===== config.mk =====
export PLATFORM = sky130hd
export DESIGN_NAME = ring_nic
export DESIGN_NICKNAME = d
export VERILOG_FILES = /design/src/rtl/ring_nic_pkg.sv /design/src/rtl/ring_nic_channel_buf.sv /design/src/rtl/ring_nic.sv
export SDC_FILE = /design/constraint.sdc
export NUM_CORES = 1
export LEC_CHECK = 0
export CORE_MARGIN = 1.5
export CORE_UTILIZATION = 44
export DETAILED_ROUTE_END_ITERATION = 7
export PLACE_DENSITY = 0.85
export SLEW_MARGIN = 10
export SYNTH_ARGS = -nofsm -noshare
export SYNTH_HDL_FRONTEND = slang
export SYNTH_SLANG_ARGS = --single-unit

===== constraint.sdc =====
create_clock -name clk -period 2.83 [get_ports clk]
set_clock_uncertainty 0.15 [all_clocks]
set_input_delay 0.7075 -clock clk [delete_from_list [all_inputs] [get_ports clk]]
set_output_delay 0.7075 -clock clk [all_outputs]
set_load 0.03 [all_outputs]

===== src/rtl/ring_nic_pkg.sv =====
// Shared constants for the ring NIC: register map and packet field positions.
// Packets pass through untouched; the field positions document the layout and locate the vc bit.
package ring_nic_pkg;

    localparam logic [1:0] ADDR_IN_BUF   = 2'd0;
    localparam logic [1:0] ADDR_IN_STAT  = 2'd1;
    localparam logic [1:0] ADDR_OUT_BUF  = 2'd2;
    localparam logic [1:0] ADDR_OUT_STAT = 2'd3;

    localparam int VC_BIT  = 63;
    localparam int DIR_BIT = 62;
    localparam int HOP_MSB = 55;
    localparam int HOP_LSB = 48;

endpackage


===== src/rtl/ring_nic_channel_buf.sv =====
// One-entry packet register with a full flag, used for both NIC channels.
// A load always wins over a clear; callers only load while the entry is empty.
module nic_channel_buf #(
    parameter int WIDTH = 64
) (
    input  logic             clk,
    input  logic             reset,
    input  logic             load,
    input  logic             clear,
    input  logic [WIDTH-1:0] data,
    output logic [WIDTH-1:0] q,
    output logic             full
);

    always_ff @(posedge clk or negedge reset) begin
        if (!reset) begin
            q    <= '0;
            full <= 1'b0;
        end else if (load) begin
            q    <= data;
            full <= 1'b1;
        end else if (clear) begin
            full <= 1'b0;
        end
    end

endmodule


===== src/rtl/ring_nic.sv =====
// Ring NIC: buffers one packet in each direction between the router PE port and the processor.
// Sends are gated so a packet only leaves during the ring phase named by its vc bit.
module ring_nic
    import ring_nic_pkg::*;
#(
    parameter int WIDTH = 64
) (
    input  logic             clk,
    input  logic             reset,
    input  logic             polarity,
    input  logic [1:0]       addr,
    input  logic [WIDTH-1:0] d_in,
    output logic [WIDTH-1:0] d_out,
    input  logic             nicEn,
    input  logic             nicWrEn,
    input  logic             net_si,
    output logic             net_ri,
    input  logic [WIDTH-1:0] net_di,
    output logic             net_so,
    input  logic             net_ro,
    output logic [WIDTH-1:0] net_do
);

    logic             rd;
    logic             wr;
    logic             in_full;
    logic             out_full;
    logic [WIDTH-1:0] in_buf;
    logic [WIDTH-1:0] out_buf;

    assign rd = nicEn && !nicWrEn;
    assign wr = nicEn && nicWrEn;

    assign net_ri = reset && !in_full;
    assign net_so = reset && out_full && net_ro && (out_buf[VC_BIT] == polarity);
    assign net_do = out_buf;

    nic_channel_buf #(.WIDTH(WIDTH)) u_in_buf (
        .clk   (clk),
        .reset (reset),
        .load  (net_si && net_ri),
        .clear (rd && (addr == ADDR_IN_BUF)),
        .data  (net_di),
        .q     (in_buf),
        .full  (in_full)
    );

    // A write that arrives while full is dropped, even if a send empties the buffer on the same edge.
    nic_channel_buf #(.WIDTH(WIDTH)) u_out_buf (
        .clk   (clk),
        .reset (reset),
        .load  (wr && (addr == ADDR_OUT_BUF) && !out_full),
        .clear (net_so),
        .data  (d_in),
        .q     (out_buf),
        .full  (out_full)
    );

    always_comb begin
        d_out = '0;
        if (reset && rd) begin
            case (addr)
                ADDR_IN_BUF:   d_out = in_buf;
                ADDR_IN_STAT:  d_out = {{(WIDTH-1){1'b0}}, in_full};
                ADDR_OUT_STAT: d_out = {{(WIDTH-1){1'b0}}, out_full};
                default:       d_out = '0;
            endcase
        end
    end

endmodule

==> impl_metrics.csv, run 1 <==
group,metric,value,unit
timing,max_freq,364,MHz
final_layout,drive_gt1_frac,0.350,
setup_path,path_class,"in -> out",
timing,rsz0062_at_grt,"true",
clock_tree,clkLatencyLatePin,0.40,ns
place,numPortBuffers,266,
floorplan,rows,40,
global_route,grt_usage,0.234,
timing,slew-limit-headroom,0.567,
power,ir_worst_vdd,0.000670,V
logic_synthesis,yosysSeqAreaShare,0.607,
drt,drc,0,
floorplan,core_area,12000,sq um
timing,setup_viol,0,
clock_tree,cts_tree,"done",
drt,drt_first_pass_iters,4,
clock_tree,cts_num_sinks,130,
setup_path,cp.arrival,1.89,ns
global_route,gr-total-overflow,0,
final_layout,nets,778,
drt,drt_iter0_markers,150,
timing,worst_slew_pin_slew,0.650,ns
setup_path,worst-path-max-fanout,31,
timing,post-route-worst-setup-slack,0.0796,ns
power,total_leakage_power,3.99,nW
setup_path,worstReg2RegStart,"u_in_buf.full$_DFFE_PN0P_",
logic_synthesis,synth_area_leader_cell,"dfrtp_1",
logic_synthesis,synth_area,5360,sq um
outcome,status,"finished, final reports clean",
drt,wl,14700,microns
place,gp_congestion,0.787,
flow_run,drv_cap,0,
power,powerDensity,993,nW/um^2
setup_path,cp-end-kind,"output port",
global_route,antenna_found_initial,0,
logic_synthesis,synth_cell_types,21,
clock_tree,numCtsBuffers,17,
timing,finalCriticalPeriod,2.75,ns
timing,drv_slew,0,
timing,hold_violations,0,
worst_hold_path,hold_class,"in -> async",
global_route,grt_max_degree,82,
timing,setup_tns,0,ns
drt,wire_per_inst,18.4,microns
power,total_power,8.91,mW
logic_synthesis,syn_avg_cell_area,14.9,sq um
floorplan,die_x,113,microns
logic_synthesis,yosysWarnings,0,
logic_synthesis,synthCells,359,
logic_synthesis,synth.top_cell.area_share,0.607,
place,hpwl,10100,microns
setup_path,crit_required,1.97,ns
clock_tree,clk_path_buf_depth,2,
final_layout,final_util,0.750,
clock_tree,clkSlewWorstSetupHoldPaths,0.06,ns
final_layout,layout_commonest_cell,"clkdlybuf4s50_1",
clock_tree,htree_levels,4,
final_layout,syn2layout_area_growth,67.6,%
drt,via_count,3957,
logic_synthesis,synthTopCellsByArea,"dfrtp_1 (61%), mux2_2 (17%), mux2_1 (10%)",
final_layout,layout_common_cells,"clkdlybuf4s50_1 (195), dfrtp_1 (130), mux2_2 (79)",
drt,viasPerCell,4.94,
drt,ant_nets,0,
logic_synthesis,ys_ff_latch,130,
final_layout,antenna_cells,0,
setup_path,critPathLaunchType,"primary input",
final_layout,design_area,8980,sq um
global_route,grt_pass1_vias,4460,
setup_path,crit_start,"nicWrEn",
clock_tree,clock-root-buffer,"clkbuf_16",
floorplan,ios,267,
final_layout,nFillCells,767,
place,placed_area,8040,sq um
floorplan,initial_core_util,0.448,
floorplan,die_h,113,microns
global_route,grt_pass1_wl,22600,microns
logic_synthesis,syn_nets,496,
floorplan,dieArea,12800,sq um
timing,finalCritPeriodShare,0.972,
place,dp_slack,-0.162,ns
-- per-layer routing --
layer | wire length, microns | GRT usage | share of wire
met4 | 484 | 0.126 | 0.033
met3 | 1190 | 0.0803 | 0.081
met2 | 7600 | 0.408 | 0.52
met5 | 0 | 0 | 0
met1 | 5450 | 0.251 | 0.37
-- cell families after synthesis --
| kind of cell | Yosys count | share of synthesized area |
|---|---|---|
| XOR/XNOR | 1 | 0.00164 |
| flip-flops | 130 | 0.607 |
| buffers and inverters | 22 | 0.0313 |
| AND/OR/NAND/NOR | 74 | 0.0848 |
| AO/OA/AOI/OAI | 3 | 0.00397 |
| multiplexers | 129 | 0.271 |
-- worst max-delay path, cell delays in order --
cell,delay [ns]
clkbuf_2,0.09
nand3b_1,0.23
nor3_4,0.22
buf_4,0.17
buf_16,0.16
and2_1,0.14
buf_4,0.16
-- path summary, 6_finish.rpt --
path | endpoint | slack (ns) | cells after the start
min | u_in_buf.q[59]$_DFFE_PN0P_ | 0.21 | 2
min in group clk | u_out_buf.q[14]$_DFFE_PN0P_ | 0.34 | 1
max reg2reg | u_in_buf.q[4]$_DFFE_PN0P_ | 1.18 | 4
min reg2reg | u_out_buf.q[14]$_DFFE_PN0P_ | 0.34 | 1
max | d_out[60] | 0.08 | 7
max in group asynchronous | u_out_buf.q[1]$_DFFE_PN0P_ | 1.29 | 3
-- registers in the layout, indices dropped and copies added, names as in the netlist --
signal          count
u_in_buf.full       1
u_out_buf.q        64
u_in_buf.q         64
u_out_buf.full      1
-- layout make-up --
type / count / area [sq um] / area share
Timing Repair Buffer: 283 / 2870 / 0.319
Tap cell: 147 / 184 / 0.0205
Clock buffer: 20 / 467 / 0.0520
Inverter: 2 / 7.51 / 0.000836
Multi-Input combinational cell: 207 / 2020 / 0.225
Clock inverter: 12 / 180 / 0.0201
Sequential cell: 130 / 3250 / 0.362
-- cell usage after synthesis (all sizes together) --
cell type and number:
dfrtp 130, mux2 128, and2 63, buf 14
clkbuf 6, nor2 3, inv 2, nand2 2
nand3 2, and2b 1, mux2i 1, nand3b 1
nand4 1, nor3 1, o21a 1, o21ai 1
o41ai 1, xor2 1
-- power by group --
group,leakage [nW],internal (mW),total (mW),switching (mW)
combinational,2.14,1.64,3.27,1.63
clock,0.300,1.55,2.35,0.803
sequential,1.55,2.79,3.30,0.507
-- per-stage QoR --
step / hold slack, ns / cells
6_report: 0.207 / 801
2_1_floorplan: 0.262 / 359
4_1_cts: 0.223 / 803
3_5_place_dp: 0.330 / 763
5_1_grt: 0.231 / 801
3_3_place_gp: 0.322 / 763
-- what timing repair did --
item,CTS,global route
setup buffers,5,0
pin swaps,6,3
endpoints found under the setup margin,63,63
gates resized for setup,63,10
gates cloned,3,0
hold buffers,0,0
(Power assumes the default switching activity.)
==> run 2: changes to the inputs <==
==> constraint.sdc (replaced) <==
create_clock -name clk -period 3.4 [get_ports clk]
set_clock_uncertainty 0.15 [all_clocks]
set_input_delay 0.85 -clock clk [delete_from_list [all_inputs] [get_ports clk]]
set_output_delay 0.85 -clock clk [all_outputs]
set_load 0.03 [all_outputs]
==> run 2 against run 1 <==
Net effect: sequential power fell by 17%; sequential share of layout area rose by 0.63 points; register-to-register slack improved by 0.30 ns; combinational power fell by 17%; core utilization fell by 1.3 points; non-clock buffer count fell by 1; design area fell by 1.7%.
==> impl_metrics.csv, run 2 (synthesis gave the netlist of run 1 again) <==
group,metric,value,unit
clock_tree,clkSlewWorstSetupHoldPaths,0.05,ns
setup_path,critPathLaunchType,"primary input",
final_layout,nFillCells,786,
final_layout,biggestRegsByFlops,"u_in_buf.q: 64 flops, u_out_buf.q: 64 flops",
setup_path,critical_path.cell_chain,"clkdlybuf4s50_1 -> nor3_4 -> buf_12 -> clkbuf_16 -> and2_1 -> buf_4",
global_route,antenna_found_initial,0,
final_layout,antenna_cells,0,
place,hpwl,10400,microns
global_route,grt_pass1_wl,21900,microns
setup_path,path_depth,6,
setup_path,worstReg2RegStart,"u_out_buf.full$_DFFE_PN0P_",
floorplan,dieArea,12800,sq um
flow_run,drv_cap,0,
setup_path,worst_path_max_delay_cell,"clkdlybuf4s50_1",
global_route,grt_pass1_vias,4291,
timing,setup_viol,0,
floorplan,die_h,113,microns
final_layout,syn2layout_area_growth,64.7,%
floorplan,core_area,12000,sq um
worst_hold_path,hold_class,"in -> async",
global_route,grt_usage,0.223,
floorplan,rows,40,
clock_tree,clkLatencyLatePin,0.40,ns
clock_tree,cts_num_sinks,130,
drt,drt_iter0_markers,133,
clock_tree,numCtsBuffers,17,
floorplan,ios,267,
setup_path,crit_required,2.40,ns
place,dp_slack,0.0717,ns
timing,setup_tns,0,ns
drt,wire_per_inst,18.2,microns
timing,hold_violations,0,
timing,slew-limit-headroom,0.390,
drt,via_count,3913,
setup_path,cp.arrival,2.27,ns
power,powerDensity,806,nW/um^2
drt,ant_nets,0,
setup_path,crit_family,"buffers and inverters",
setup_path,r2r_slack,1.48,ns
clock_tree,clock-root-buffer,"clkbuf_16",
floorplan,die_x,113,microns
final_layout,nets,777,
place,gp_congestion,0.770,
clock_tree,cts_tree,"done",
clock_tree,clk_path_buf_depth,2,
drt,drc,0,
timing,rsz0062_at_grt,"false",
setup_path,crit_path_end,"d_out[54]",
final_layout,seqCellArea,3250,sq um
clock_tree,htree_levels,4,
floorplan,initial_core_util,0.448,
setup_path,cp_slowest_stage_delay,0.54,ns
final_layout,multi_input_area,1960,sq um
timing,worst_slew_pin_slew,0.915,ns
final_layout,drive_gt1_frac,0.302,
place,numPortBuffers,266,
timing,drv_slew,0,
drt,viasPerCell,4.91,
timing,max_freq,306,MHz
setup_path,r2r_end,"u_out_buf.q[26]$_DFFE_PN0P_",
power,total_leakage_power,3.93,nW
timing,finalCriticalPeriod,3.27,ns
setup_path,cp-end-kind,"output port",
setup_path,r2r_cells,4,
timing,finalCritPeriodShare,0.961,
setup_path,crit_buf_inv,4,
outcome,status,"finished, final reports clean",
setup_path,worst-path-max-fanout,16,
final_layout,layout_common_cells,"clkdlybuf4s50_1 (197), dfrtp_1 (130), mux2_2 (79)",
timing,post-route-worst-setup-slack,0.132,ns
drt,drt_first_pass_iters,4,
global_route,gr-total-overflow,0,
drt,wl,14500,microns
final_layout,layout_commonest_cell,"clkdlybuf4s50_1",
setup_path,path_class,"in -> out",
setup_path,crit_start,"addr[0]",
clock_tree,cts_hold_buf,0,
global_route,grt_max_degree,73,
power,ir_worst_vdd,0.000598,V
[run 2: stage by stage]
| step | total power [mW] | cells | cell area (sq um) | hold WS, ns | util |
|---|---|---|---|---|---|
| finish | 7.11 | 797 | 8820 | 0.299 | 0.738 |
| floorplan | 4.18 | 359 | 5360 | 0.320 | - |
| global placement | 5.34 | 763 | 8040 | 0.323 | 0.672 |
| global route | 7.46 | 797 | 8820 | 0.297 | 0.738 |
| CTS | 7.17 | 792 | 8570 | 0.289 | 0.717 |
| detailed placement | 5.46 | 763 | 8040 | 0.331 | 0.672 |
[run 2: layer usage]
layer  GRT usage  vias to the layer above  part of all wire  wire (microns)
li1            -                     1785                 -               -
met1       0.238                     1931              0.37            5350
met2       0.400                      175              0.53            7680
met3      0.0836                       22             0.079            1150
met4      0.0883                        0             0.022             326
met5           0                        -                 0               0
[run 2: worst reg2reg max path: cells and delay by family (launching register included)]
kind	cells	cell delay, ns
and+or+nand+nor	2	0.52
DFF	1	0.42
buffers and inverters	1	0.36
muxes	1	0.35
[run 2: what timing repair did]
action	CTS	global route
setup buffers	0	1
endpoints found under the setup margin	0	3
gates resized for setup	0	41
[run 2: final cells by class]
type	count	area share
multi-input cells	207	0.223
inverters	2	0.000851
well taps	147	0.0208
repair buffers	282	0.327
flip-flops and latches	130	0.369
clock inverters	7	0.00993
clock buffers	22	0.0503
[run 2: worst min-delay path by stage]
stage                           startpoint                           to  slack (ns)  cells past startpoint
2_1_floorplan    u_in_buf.q[1]$_DFFE_PN0P_    u_in_buf.q[1]$_DFFE_PN0P_        0.32                      1
3_3_place_gp   u_out_buf.q[15]$_DFFE_PN0P_  u_out_buf.q[15]$_DFFE_PN0P_        0.32                      1
3_5_place_dp   u_out_buf.q[17]$_DFFE_PN0P_  u_out_buf.q[17]$_DFFE_PN0P_        0.33                      1
4_1_cts                              reset  u_out_buf.q[46]$_DFFE_PN0P_        0.29                      2
5_1_grt                              reset   u_out_buf.full$_DFFE_PN0P_        0.30                      2
6_report                             reset  u_out_buf.q[50]$_DFFE_PN0P_        0.30                      2
[run 2: where the power goes]
group	total, mW	switching [mW]	internal (mW)
sequential	2.74	0.411	2.33
clock	1.66	0.600	1.06
combinational	2.71	1.35	1.36
total	7.11	2.36	4.74
